--- config.mk ---
export PLATFORM = sky130hd
export DESIGN_NAME = mem_port_arbiter
export DESIGN_NICKNAME = d
export VERILOG_FILES = /design/src/rtl/mem_ctrl_pkg.sv /design/src/rtl/arb_watchdog.sv /design/src/rtl/mem_port_arbiter.sv
export SDC_FILE = /design/constraint.sdc
export NUM_CORES = 1
export LEC_CHECK = 0
export ABC_AREA = 1
export CAP_MARGIN = 20
export CORE_MARGIN = 5
export CORE_UTILIZATION = 40
export DETAILED_ROUTE_END_ITERATION = 16
export GPL_TIMING_DRIVEN = 0
export HOLD_SLACK_MARGIN = 0.06
export PLACE_DENSITY = 0.66
export SLEW_MARGIN = 30
export SYNTH_ARGS = -nofsm -noshare
export SYNTH_HDL_FRONTEND = slang
export SYNTH_SLANG_ARGS = --single-unit
--- constraint.sdc ---
create_clock -name clk -period 1.5 [get_ports clk]
set_input_delay 0.225 -clock clk [delete_from_list [all_inputs] [get_ports clk]]
set_output_delay 0.225 -clock clk [all_outputs]
set_load 0.01 [all_outputs]
--- src/rtl/mem_ctrl_pkg.sv ---
// Shared encodings for the memory-port arbiter: FSM states, port owners and access direction.
package mem_ctrl_pkg;

  typedef enum logic [1:0] {
    ARB_IDLE    = 2'd0,
    ARB_GRANT   = 2'd1,
    ARB_ACCESS  = 2'd2,
    ARB_RELEASE = 2'd3
  } arb_state_e;

  typedef enum logic {
    OWN_IF = 1'b0,
    OWN_LS = 1'b1
  } owner_e;

  localparam logic MEM_READ = 1'b1;

endpackage

--- src/rtl/arb_watchdog.sv ---
// ACCESS-phase watchdog for mem_port_arbiter; present only when MEM_TIMEOUT_EN is defined.
`ifdef MEM_TIMEOUT_EN
module arb_watchdog #(
  parameter int TIMEOUT_CYCLES = 15
) (
  input  logic clk_i,
  input  logic rst_i,
  input  logic clear_i,
  input  logic en_i,
  output logic tc_o
);

  logic [7:0] cnt_q;
  logic [7:0] cnt_d;

  // Terminal count fires on the cycle that would bring the count to TIMEOUT_CYCLES.
  assign cnt_d = cnt_q + 8'd1;
  assign tc_o  = en_i && (cnt_d == 8'(TIMEOUT_CYCLES));

  always_ff @(posedge clk_i) begin
    if (rst_i || clear_i) begin
      cnt_q <= 8'd0;
    end else if (en_i && !tc_o) begin
      cnt_q <= cnt_d;
    end
  end

endmodule
`endif

--- src/rtl/mem_port_arbiter.sv ---
// Shares one memory port between instruction fetch and load/store with alternating fairness.
// Optional ACCESS watchdog is enabled by defining MEM_TIMEOUT_EN.
module mem_port_arbiter #(
  parameter int TIMEOUT_CYCLES = 15
) (
  input  logic clk,
  input  logic rst,
  input  logic if_req,
  input  logic if_rw,
  input  logic ls_req,
  input  logic ls_rw,
  input  logic MFC,
  output logic if_gnt,
  output logic ls_gnt,
  output logic if_done,
  output logic ls_done,
  output logic mem_EN,
  output logic mem_RW,
  output logic busy,
  output logic timeout_err
);
  import mem_ctrl_pkg::*;

  // Handshake: a requester holds req until its done pulse (or drops it to cancel); gnt is high
  // while it owns the port, and done is a single-cycle pulse in RELEASE after MFC.
  arb_state_e state_q;
  owner_e     owner_q, last_owner_q, winner;
  logic       rw_q, owner_req, tc;
  logic       if_gnt_q, ls_gnt_q, if_done_q, ls_done_q;
  logic       mem_en_q, mem_rw_q, busy_q, timeout_err_q;

  always_comb begin
    winner = OWN_IF;
    if (if_req && ls_req) begin
      winner = (last_owner_q == OWN_IF) ? OWN_LS : OWN_IF;
    end else if (ls_req) begin
      winner = OWN_LS;
    end
  end

  assign owner_req = (owner_q == OWN_LS) ? ls_req : if_req;

`ifdef MEM_TIMEOUT_EN
  arb_watchdog #(.TIMEOUT_CYCLES(TIMEOUT_CYCLES)) u_watchdog (
    .clk_i   (clk),
    .rst_i   (rst),
    .clear_i (state_q != ARB_ACCESS),
    .en_i    ((state_q == ARB_ACCESS) && !MFC),
    .tc_o    (tc)
  );
`else
  logic unused_timeout_cfg;
  assign unused_timeout_cfg = |TIMEOUT_CYCLES;
  assign tc = 1'b0;
`endif

  always_ff @(posedge clk) begin
    if (rst) begin
      state_q       <= ARB_IDLE;
      owner_q       <= OWN_IF;
      last_owner_q  <= OWN_IF;
      rw_q          <= 1'b0;
      if_gnt_q      <= 1'b0;
      ls_gnt_q      <= 1'b0;
      if_done_q     <= 1'b0;
      ls_done_q     <= 1'b0;
      mem_en_q      <= 1'b0;
      mem_rw_q      <= 1'b0;
      busy_q        <= 1'b0;
      timeout_err_q <= 1'b0;
    end else begin
      if_done_q     <= 1'b0;
      ls_done_q     <= 1'b0;
      timeout_err_q <= 1'b0;
      case (state_q)
        ARB_IDLE: begin
          if (if_req || ls_req) begin
            state_q  <= ARB_GRANT;
            owner_q  <= winner;
            rw_q     <= (winner == OWN_LS) ? ls_rw : if_rw;
            if_gnt_q <= (winner == OWN_IF);
            ls_gnt_q <= (winner == OWN_LS);
            busy_q   <= 1'b1;
          end
        end
        ARB_GRANT: begin
          if (!owner_req) begin
            state_q  <= ARB_RELEASE;
            if_gnt_q <= 1'b0;
            ls_gnt_q <= 1'b0;
          end else begin
            state_q  <= ARB_ACCESS;
            mem_en_q <= 1'b1;
            mem_rw_q <= (rw_q == MEM_READ);
          end
        end
        ARB_ACCESS: begin
          // Priority: completion, then cancel, then watchdog abort.
          if (MFC || !owner_req || tc) begin
            state_q  <= ARB_RELEASE;
            if_gnt_q <= 1'b0;
            ls_gnt_q <= 1'b0;
            mem_en_q <= 1'b0;
            mem_rw_q <= 1'b0;
            if (MFC) begin
              if_done_q <= (owner_q == OWN_IF);
              ls_done_q <= (owner_q == OWN_LS);
            end else if (owner_req) begin
              timeout_err_q <= 1'b1;
            end
          end
        end
        ARB_RELEASE: begin
          state_q      <= ARB_IDLE;
          busy_q       <= 1'b0;
          last_owner_q <= owner_q;
        end
        default: state_q <= ARB_IDLE;
      endcase
    end
  end

  assign if_gnt      = if_gnt_q;
  assign ls_gnt      = ls_gnt_q;
  assign if_done     = if_done_q;
  assign ls_done     = ls_done_q;
  assign mem_EN      = mem_en_q;
  assign mem_RW      = mem_rw_q;
  assign busy        = busy_q;
  assign timeout_err = timeout_err_q;

endmodule
==> impl_metrics.tcl <==
set metrics [dict create \
    synth.mux.area_fraction 0 \
    nets 119 \
    synth_ff_type "dfxtp_1" \
    drv_cap 0 \
    hold_viol 0 \
    ctsLongestPathBuffers 2 \
    coreArea_sq_um 1670 \
    synth_top_cells_by_area "dfxtp_1 38%, ha_1 9.2%, nor2_1 7.1%" \
    clock_latency_ns 0.28 \
    routed_wl_mm 1.326 \
    status "finished, final reports clean" \
    dp_hpwl_mm 1.067 \
    synth_edf_count 0 \
    gp_congestion 0.7489 \
    initial_core_util 0.4090 \
    yosysWarnings 0 \
    cp-end-kind "output port" \
    netlist.area_leader.share 0.3810 \
    cts_tree "done" \
    routedWlPerCell_microns 10.78 \
    period_minus_slack_ns 1.384 \
    row_count 15 \
    yosys.area_share.simple 0.3260 \
    critPathMaxFanout 2 \
    finalCoreUtilization 0.5221 \
    irDropWorstVdd_mv 0.7849 \
    clockRootBuffer "clkbuf_4" \
    synth.avg_cell_area_sq_um 7.763 \
    worst-path-buf-inv 1 \
    ios 15 \
    drtIter0Drc 7 \
    async_reset_ff_frac 0 \
    finClkSkew_ns 0.006142 \
    setup_tns_ns 0 \
    avgViaCountPerCell 4.919 \
    path_class "reg -> out" \
    synthXorXnorAreaFrac 0 \
    diodes 0 \
    synth_top_area_cell "dfxtp_1" \
    track_usage 0.1148 \
    die_h_microns 51.33 \
    max_freq_mhz 722.7 \
    timing.final.max_slew_violations 0 \
    fp.dieW_microns 51.33 \
    htree_levels 1 \
    synthAdderAreaFrac 0.09158 \
    crit_arrival_ns 1.16 \
    port_buffers 14 \
    ys_seq_area_frac 0.3810 \
    holdWs_ns 0.4702 \
    drive_gt1_frac 0.1604 \
    cts_hold_repair.buffers 0 \
    p_per_area_nw_per_um2 1766 \
    ys_ff_latch 13 \
    ant_nets 0 \
    finalCritPeriodShare 0.9225 \
    area_growth_pct 27.66 \
    cp_data_required_time_ns 1.27 \
    grt_max_degree 9 \
    grt_pass1_wl_mm 2.221 \
    antenna_found_initial 0 \
    netlist_area_sq_um 683.2 \
    leakagePower_nw 0.4038 \
    path_cells "clkdlybuf4s50_1" \
    crit_family "buffers and inverters" \
    clkSinkCount 13 \
    die_area_sq_um 2634 \
    rsz0062_at_grt "no" \
    syn_nets 100 \
    cts.clk_slew.worst_paths_ns 0.09 \
    vias 605 \
    hold_path_class "reg -> reg" \
    synth_compound_area_frac 0.1136 \
    ys_top_cells_by_count "13 x dfxtp_1, 13 x nor2_1, 11 x inv_1, 11 x nand2_1" \
    cpPeakStageDelay_ns 0.54 \
    synthCells 88 \
    cp_slowest_cell "clkdlybuf4s50_1" \
    numCtsBuffers 3 \
    drtPass1Iterations 4 \
    setup_viol 0 \
    synth_top_family_by_area "simple AND/OR/NAND/NOR gates" \
    overflow 0 \
    yosys.cell_types.count 21 \
    drc 0 \
    critPathLaunchType "flop" \
    grt_pass1_vias 552 \
]
## layer usage
layer  part of all wire  GRT usage  wire length (microns)
met2               0.44     0.1867                    586
met4              0.015    0.05240                     20
met1               0.49     0.1378                    653
met3              0.049    0.03499                     65
met5                  0          0                      0
## cells by family after synthesis
kind of cell,count (synthesis)
buffers and inverters,15
other,1
adder cells (fa/ha/maj),5
flip-flops,13
AND/OR/NAND/NOR,40
AO/OA/AOI/OAI,14
## final timing paths
kind	to	slack (ns)	start	depth (start not counted)
max	busy	0.12	busy	1
min	if_done	0.47	owner_q	1
max reg2reg	mem_EN	0.13	state_q[0]	9
min reg2reg	if_done	0.47	owner_q	1
## where the power goes
part           total (W)  internal, W  switching, W
Sequential      0.000505     0.000444     0.0000609
Clock           0.000223    0.0000989      0.000124
Combinational   0.000812     0.000354      0.000458
## state kept, by name (all words and copies together) (netlist names)
signal        cells
state_q           2
busy              1
if_done           1
if_gnt            1
last_owner_q      1
ls_done           1
ls_gnt            1
mem_EN            1
mem_RW            1
owner_q           1
rw_q              1
timeout_err       1
## layout make-up
| cell class | count | area (sq um) |
|---|---|---|
| Clock buffer | 3 | 22.52 |
| Multi-Input combinational cell | 60 | 366.6 |
| Fill cell | 158 | 798.3 |
| Tap cell | 17 | 21.27 |
| Timing Repair Buffer | 14 | 140.1 |
| Sequential cell | 13 | 260.3 |
| Clock inverter | 1 | 5.005 |
| Inverter | 15 | 56.30 |
## timing repair
| item | 4_1_cts | 5_1_grt |
|---|---|---|
| gates resized for setup | 0 | 1 |
| setup buffers | 0 | 0 |
| endpoints found under the hold margin | 0 | 0 |
| endpoints found under the setup margin | 0 | 2 |
## cells in the final DEF, fill, tap and decap left out, types with 2 or more instances in the layout
cell              n
a21oi_1           4
clkbuf_4          3
clkdlybuf4s50_1  14
dfxtp_1          13
ha_1              5
inv_1            11
inv_2             3
nand2_1          11
nand2_2           2
nand2_4           3
nand3_1           5
nand3_2           2
nand4_1           2
nor2_1           13
o21ai_0           2
o21ai_1           5
## metrics by stage
step / std cells / cell area [sq um] / worst slack, ns / power (W)
after floorplan: 88 / 683.2 / 0.2006 / 0.001095
after global placement: 119 / 844.6 / 0.03697 / 0.001311
after global routing: 123 / 872.1 / 0.004609 / 0.001681
after detailed placement: 119 / 844.6 / 0.03330 / 0.001327
final: 123 / 872.1 / 0.1163 / 0.001540
after CTS: 123 / 872.1 / 0.07008 / 0.001551
Note: power is estimated with default switching activity, not from simulation.
